### src/rtl/seg_display_pkg.sv
// Shared constants, types and helpers for the four-digit seven-segment scanner.
package seg_display_pkg;

    localparam int unsigned NUM_DIGITS = 4;
    localparam int unsigned DIGIT_W    = 4;
    localparam logic [NUM_DIGITS-1:0] AN_OFF = 4'b1111;

    typedef logic [1:0] digit_idx_t;

    // Bit k set when digits k..3 are all zero; digit 0 is never blanked.
    function automatic logic [NUM_DIGITS-1:0] lz_blank_mask(
        input logic [NUM_DIGITS*DIGIT_W-1:0] value
    );
        logic [NUM_DIGITS-1:0] mask;
        logic                  upper_zero;
        mask       = '0;
        upper_zero = 1'b1;
        for (int k = NUM_DIGITS - 1; k >= 1; k--) begin
            upper_zero = upper_zero && (value[k*DIGIT_W +: DIGIT_W] == '0);
            mask[k]    = upper_zero;
        end
        return mask;
    endfunction

endpackage

### src/rtl/hex_7seg_decoder.sv
// Combinational hex nibble to {a,b,c,d,e,f,g} segment pattern, active-high.
module hex_7seg_decoder
    import seg_display_pkg::*;
(
    input  logic [DIGIT_W-1:0] i_nibble,
    output logic [6:0]         o_seg
);

    always_comb begin
        o_seg = 7'b0000000;
        case (i_nibble)
            4'h0: o_seg = 7'b1111110;
            4'h1: o_seg = 7'b0110000;
            4'h2: o_seg = 7'b1101101;
            4'h3: o_seg = 7'b1111001;
            4'h4: o_seg = 7'b0110011;
            4'h5: o_seg = 7'b1011011;
            4'h6: o_seg = 7'b1011111;
            4'h7: o_seg = 7'b1110000;
            4'h8: o_seg = 7'b1111111;
            4'h9: o_seg = 7'b1111011;
            4'hA: o_seg = 7'b1110111;
            4'hB: o_seg = 7'b0011111;
            4'hC: o_seg = 7'b1001110;
            4'hD: o_seg = 7'b0111101;
            4'hE: o_seg = 7'b1001111;
            4'hF: o_seg = 7'b1000111;
            default: o_seg = 7'b0000000;
        endcase
    end

endmodule

### src/rtl/seg_display_scanner.sv
// Multiplexed four-digit hex display scanner with anti-ghost blanking, leading-zero
// suppression and tear-free value updates at frame boundaries.
module seg_display_scanner
    import seg_display_pkg::*;
#(
    parameter int unsigned REFRESH_DIV  = 50000,
    parameter int unsigned BLANK_CYCLES = 500
) (
    input  logic        i_clk,
    input  logic        i_rst_n,
    input  logic [15:0] i_value,
    input  logic        i_load,
    input  logic        i_blank_lz,
    input  logic [3:0]  i_dp,
    output logic [6:0]  o_seg,
    output logic [3:0]  o_an,
    output logic        o_dp,
    output logic        o_frame
);

    localparam int unsigned CntW = (REFRESH_DIV > 1) ? $clog2(REFRESH_DIV) : 1;
    localparam logic [CntW-1:0] CntLast  = CntW'(REFRESH_DIV - 1);
    localparam logic [CntW-1:0] CntBlank = CntW'(BLANK_CYCLES);

    logic [CntW-1:0]       r_count, w_count_d;
    digit_idx_t            r_index, w_index_d;
    logic [15:0]           r_display, w_display_d;
    logic [15:0]           r_pending, w_pending_d;
    logic                  r_pend_vld, w_pend_vld_d;
    logic [6:0]            r_seg;
    logic [NUM_DIGITS-1:0] r_an, w_an_d;
    logic                  r_dp, w_dp_d;
    logic                  r_frame;

    logic                  w_tick, w_wrap, w_an_off;
    logic [DIGIT_W-1:0]    w_nibble;
    logic [6:0]            w_seg;
    logic [NUM_DIGITS-1:0] w_lz_mask;

    assign w_tick    = (r_count == CntLast);
    assign w_wrap    = w_tick && (r_index == digit_idx_t'(NUM_DIGITS - 1));
    assign w_nibble  = r_display[r_index*DIGIT_W +: DIGIT_W];
    assign w_lz_mask = lz_blank_mask(r_display);

    hex_7seg_decoder u_decoder (
        .i_nibble (w_nibble),
        .o_seg    (w_seg)
    );

    always_ff @(posedge i_clk or negedge i_rst_n) begin
        if (!i_rst_n) begin
            r_count    <= '0;
            r_index    <= '0;
            r_display  <= '0;
            r_pending  <= '0;
            r_pend_vld <= 1'b0;
            r_an       <= AN_OFF;
            r_seg      <= '0;
            r_dp       <= 1'b1;
            r_frame    <= 1'b0;
        end else begin
            r_count    <= w_count_d;
            r_index    <= w_index_d;
            r_display  <= w_display_d;
            r_pending  <= w_pending_d;
            r_pend_vld <= w_pend_vld_d;
            r_an       <= w_an_d;
            r_seg      <= w_seg;
            r_dp       <= w_dp_d;
            r_frame    <= w_wrap;
        end
    end

    // A load landing on the wrap tick bypasses the pending register entirely.
    always_comb begin
        w_count_d    = w_tick ? '0 : r_count + 1'b1;
        w_index_d    = w_tick ? r_index + 1'b1 : r_index;
        w_display_d  = r_display;
        w_pending_d  = r_pending;
        w_pend_vld_d = r_pend_vld;
        if (i_load && w_wrap) begin
            w_display_d  = i_value;
            w_pend_vld_d = 1'b0;
        end else if (i_load) begin
            w_pending_d  = i_value;
            w_pend_vld_d = 1'b1;
        end else if (w_wrap && r_pend_vld) begin
            w_display_d  = r_pending;
            w_pend_vld_d = 1'b0;
        end
    end

    always_comb begin
        w_an_off = (r_count < CntBlank) || (i_blank_lz && w_lz_mask[r_index]);
        w_an_d   = w_an_off ? AN_OFF : ~(NUM_DIGITS'(1) << r_index);
        w_dp_d   = w_an_off | ~i_dp[r_index];
    end

    assign o_seg   = r_seg;
    assign o_an    = r_an;
    assign o_dp    = r_dp;
    assign o_frame = r_frame;

endmodule

### config.mk
export PLATFORM = sky130hd
export DESIGN_NAME = seg_display_scanner
export DESIGN_NICKNAME = d
export VERILOG_FILES = /design/src/rtl/seg_display_pkg.sv /design/src/rtl/hex_7seg_decoder.sv /design/src/rtl/seg_display_scanner.sv
export SDC_FILE = /design/constraint.sdc
export NUM_CORES = 1
export LEC_CHECK = 0
export CORE_UTILIZATION = 30
export CTS_CLUSTER_SIZE = 14
export DETAILED_ROUTE_END_ITERATION = 6
export PLACE_DENSITY_LB_ADDON = 0.3
export SLEW_MARGIN = 20
export SYNTH_ARGS = -nofsm -noshare
export SYNTH_HDL_FRONTEND = slang
export SYNTH_HIERARCHICAL = 1
export SYNTH_SLANG_ARGS = --single-unit
### constraint.sdc
create_clock -name i_clk -period 2.1 [get_ports i_clk]
set_input_delay 0.315 -clock i_clk [delete_from_list [all_inputs] [get_ports i_clk]]
set_output_delay 0.315 -clock i_clk [all_outputs]
set_load 0.02 [all_outputs]
==> results.md <==
- Status: finished, final reports clean
- Worst path bufs/invs: 1
- Hold crit path type: register to register
- Switching power: 555 uW
- CTS Buffer Depth: 2
- Pwr dens: 605 nW/um^2
- IR drop worst, VDD: 0.000326 V
- Worst-path clk slew: 0.07 ns
- Number of global-route vias before repair: 2191
- Gpl congestion: 0.801
- Clk_skew: 0.00911 ns
- Initial antenna violation count: 0
- CORE AREA: 10400 sq um
- # rows: 37
- Commonest cells in the synthesized netlist: 59 x dfrtp_1, 30 x a21oi_1, 18 x nand3_1, 17 x nand2b_1, 14 x mux2i_1
- Max-Cap Viols: 0
- Int Pwr: 1900 uW
- CTS tree: yes
- Die Width: 106 microns
- Synth cell types: 43
- Drt total wl: 6670 microns
- Final hold violations: 0
- Ys Warns: 6
- CP max FO: 16
- Critical-path cell list: or4_4 -> nor4_4 -> nand2b_4 -> buf_12 -> mux2_2
- Comb pwr share: 0.069
- Setup crit start kind: register
- Req. time, crit path: 2.32 ns
- CP endpoint kind: register
- Clock Sinks: 64
- Worst hold slack: 0.486 ns
- Slew Viols, Final: 0
- Critical path's largest stage delay: 0.57 ns
- Nets@finish: 369
- GRT Overall Usage: 0.133
- First drt pass iteration count: 4
- RSZ-0062 raised after global routing: yes
- Design Power: 2460 uW
- Share of power burned in registers: 0.519
- Die area: 11100 sq um
- Synth top area share: 0.459
- Drt initial violations: 149
- CP max stage cell: or4_4
- Final ANT Viol Nets: 0
- Detail Placement HPWL: 4730 microns
- Synth top area cells: dfrtp_1 46%, a21oi_1 4.7%, ha_1 4.7%, mux2i_1 4.4%, dfstp_2 4.1%
- Slew of the pin with the lowest slew margin: 0.558 ns
- Delay-heaviest family, CP: simple AND/OR/NAND/NOR gates
- Crit path arrival time: 2.28 ns
- Mean Syn Cell Area: 11.6 sq um
- Port bufs: 36
- H-tree depth: 3
- Synthesis-to-layout area growth: 26.2%
- Clock power share: 0.412
- DR WL/cell: 14.1 microns
- Tcrit/Tclk final: 0.979
- Vias: 2293
- Wire length of the first global-routing pass: 11400 microns
- Post-Syn Area: 3220 sq um
- Minimum clock period after layout: 2.06 ns
- Clk Latency, worst-skew pair: 0.34 ns
- Root buffer cell: clkbuf_8
- Setup CP Type: register to register
- Post-DR vias/cell: 4.84
- Slew HR: 0.628
- Total negative setup slack: 0 ns
- EDFF count, synth: 0
- Layout cell share with drive strength beyond 1: 0.183
- Initial Util: 0.310
- Mapped Nets: 314
- Most numerous cell in the Yosys netlist: dfrtp_1
- Sequential share of the synthesized area: 0.500
- Post-synth top flop: dfrtp_1
- Leak Pwr: 0.00178 uW
- Residual DRC: 0
- Finished Core Util: 0.392
- Yosys reg bits: 64
- Post-synth ARST share: 1.00
- Ports: 37
- Setup bufs post-CTS: 0
- Largest net degree at the start of global routing: 44
- CTS buffer count: 9
- Sw Ratio: 0.226
- Mapped Cells: 278
- Grt ovf: 0
- Endpoints failing setup: 0
- Fmax: 486 MHz
- # diodes: 0
- Cell taking the most area after synthesis: dfrtp_1
- DIE HEIGHT: 106 microns
-- final timing paths --
kind                       slack (ns)  depth (start not counted)         start            end
max reg2reg                      0.04                          5   r_count[12]   r_pending[4]
max                              0.04                          5   r_count[12]   r_pending[4]
min                              0.49                          1  r_pending[9]   r_pending[9]
max in group asynchronous        0.92                          3       i_rst_n           o_dp
min reg2reg                      0.49                          1  r_pending[9]   r_pending[9]
min in group asynchronous        0.50                          2       i_rst_n  r_pending[11]
-- per-stage QoR --
stage	setup slack [ns]	instances	cell area, sq um
2_1_floorplan	-0.0563	278	3220
4_1_cts	0.0239	474	4050
5_1_grt	-0.0367	474	4060
3_3_place_gp	0.0568	457	3860
3_5_place_dp	0.0387	457	3860
6_report	0.0441	474	4060
-- final cells by class --
class                           instances  area, sq um
Sequential cell                        64         1610
Fill cell                            1041         6310
Tap cell                              136          170
Timing Repair Buffer                   58          561
Clock inverter                          4         45.0
Multi-Input combinational cell        193         1510
Clock buffer                           12          135
Inverter                                7         26.3
-- cells by family after synthesis --
kind of cell    Yosys count  share of synthesized area
xor+xnor                 12                     0.0327
buf+inv                  21                     0.0319
compound gates           45                     0.0809
flops                    64                      0.500
fa+ha+maj                12                     0.0467
mux                      39                      0.154
simple gates             85                      0.154
-- power groups by stage --
stage               Sequential, uW  Clock, uW  Combinational [uW]
floorplan                     1300          0                79.2
detailed placement            1300          0                 171
global route                  1280       1100                 190
global placement              1300          0                 167
finish                        1280       1010                 168
CTS                           1280       1040                 173
-- metal layers --
| layer | GRT usage | part of all wire |
|---|---|---|
| met5 | 0 | 0 |
| met4 | 0.0446 | 0.012 |
| met3 | 0.0359 | 0.033 |
| met2 | 0.192 | 0.45 |
| met1 | 0.192 | 0.51 |
-- registers in the layout, indices dropped and copies added (netlist names) --
| signal | cells |
|---|---|
| o_an | 4 |
| r_display | 16 |
| o_seg | 7 |
| r_pend_vld | 1 |
| r_count | 16 |
| r_pending | 16 |
| o_dp | 1 |
| r_index | 2 |
| o_frame | 1 |
-- timing repair --
action | 4_1_cts | 5_1_grt
endpoints found under the setup margin | 0 | 15
resized for setup | 0 | 2
hold buffers | 1 | 0
hold endpoints to repair | 21 | 0
-- cells in the final DEF, fill, tap and decap left out, types with 5 or more instances in the layout --
master,Yosys,routed
dfstp_2,5,5
clkbuf_8,0,9
clkdlybuf4s50_1,0,35
xor2_1,8,8
nor4_1,7,7
mux2i_1,14,14
a21oi_1,30,30
dfrtp_1,59,58
nand2_1,9,9
ha_1,12,12
buf_4,1,18
nand3_1,18,18
inv_1,7,7
nor2_1,9,9
mux2_1,10,10
nand2b_1,17,16
mux2_2,8,8
mux4_2,5,5
nand4_1,5,5
Note: power is estimated with default switching activity, not from simulation.
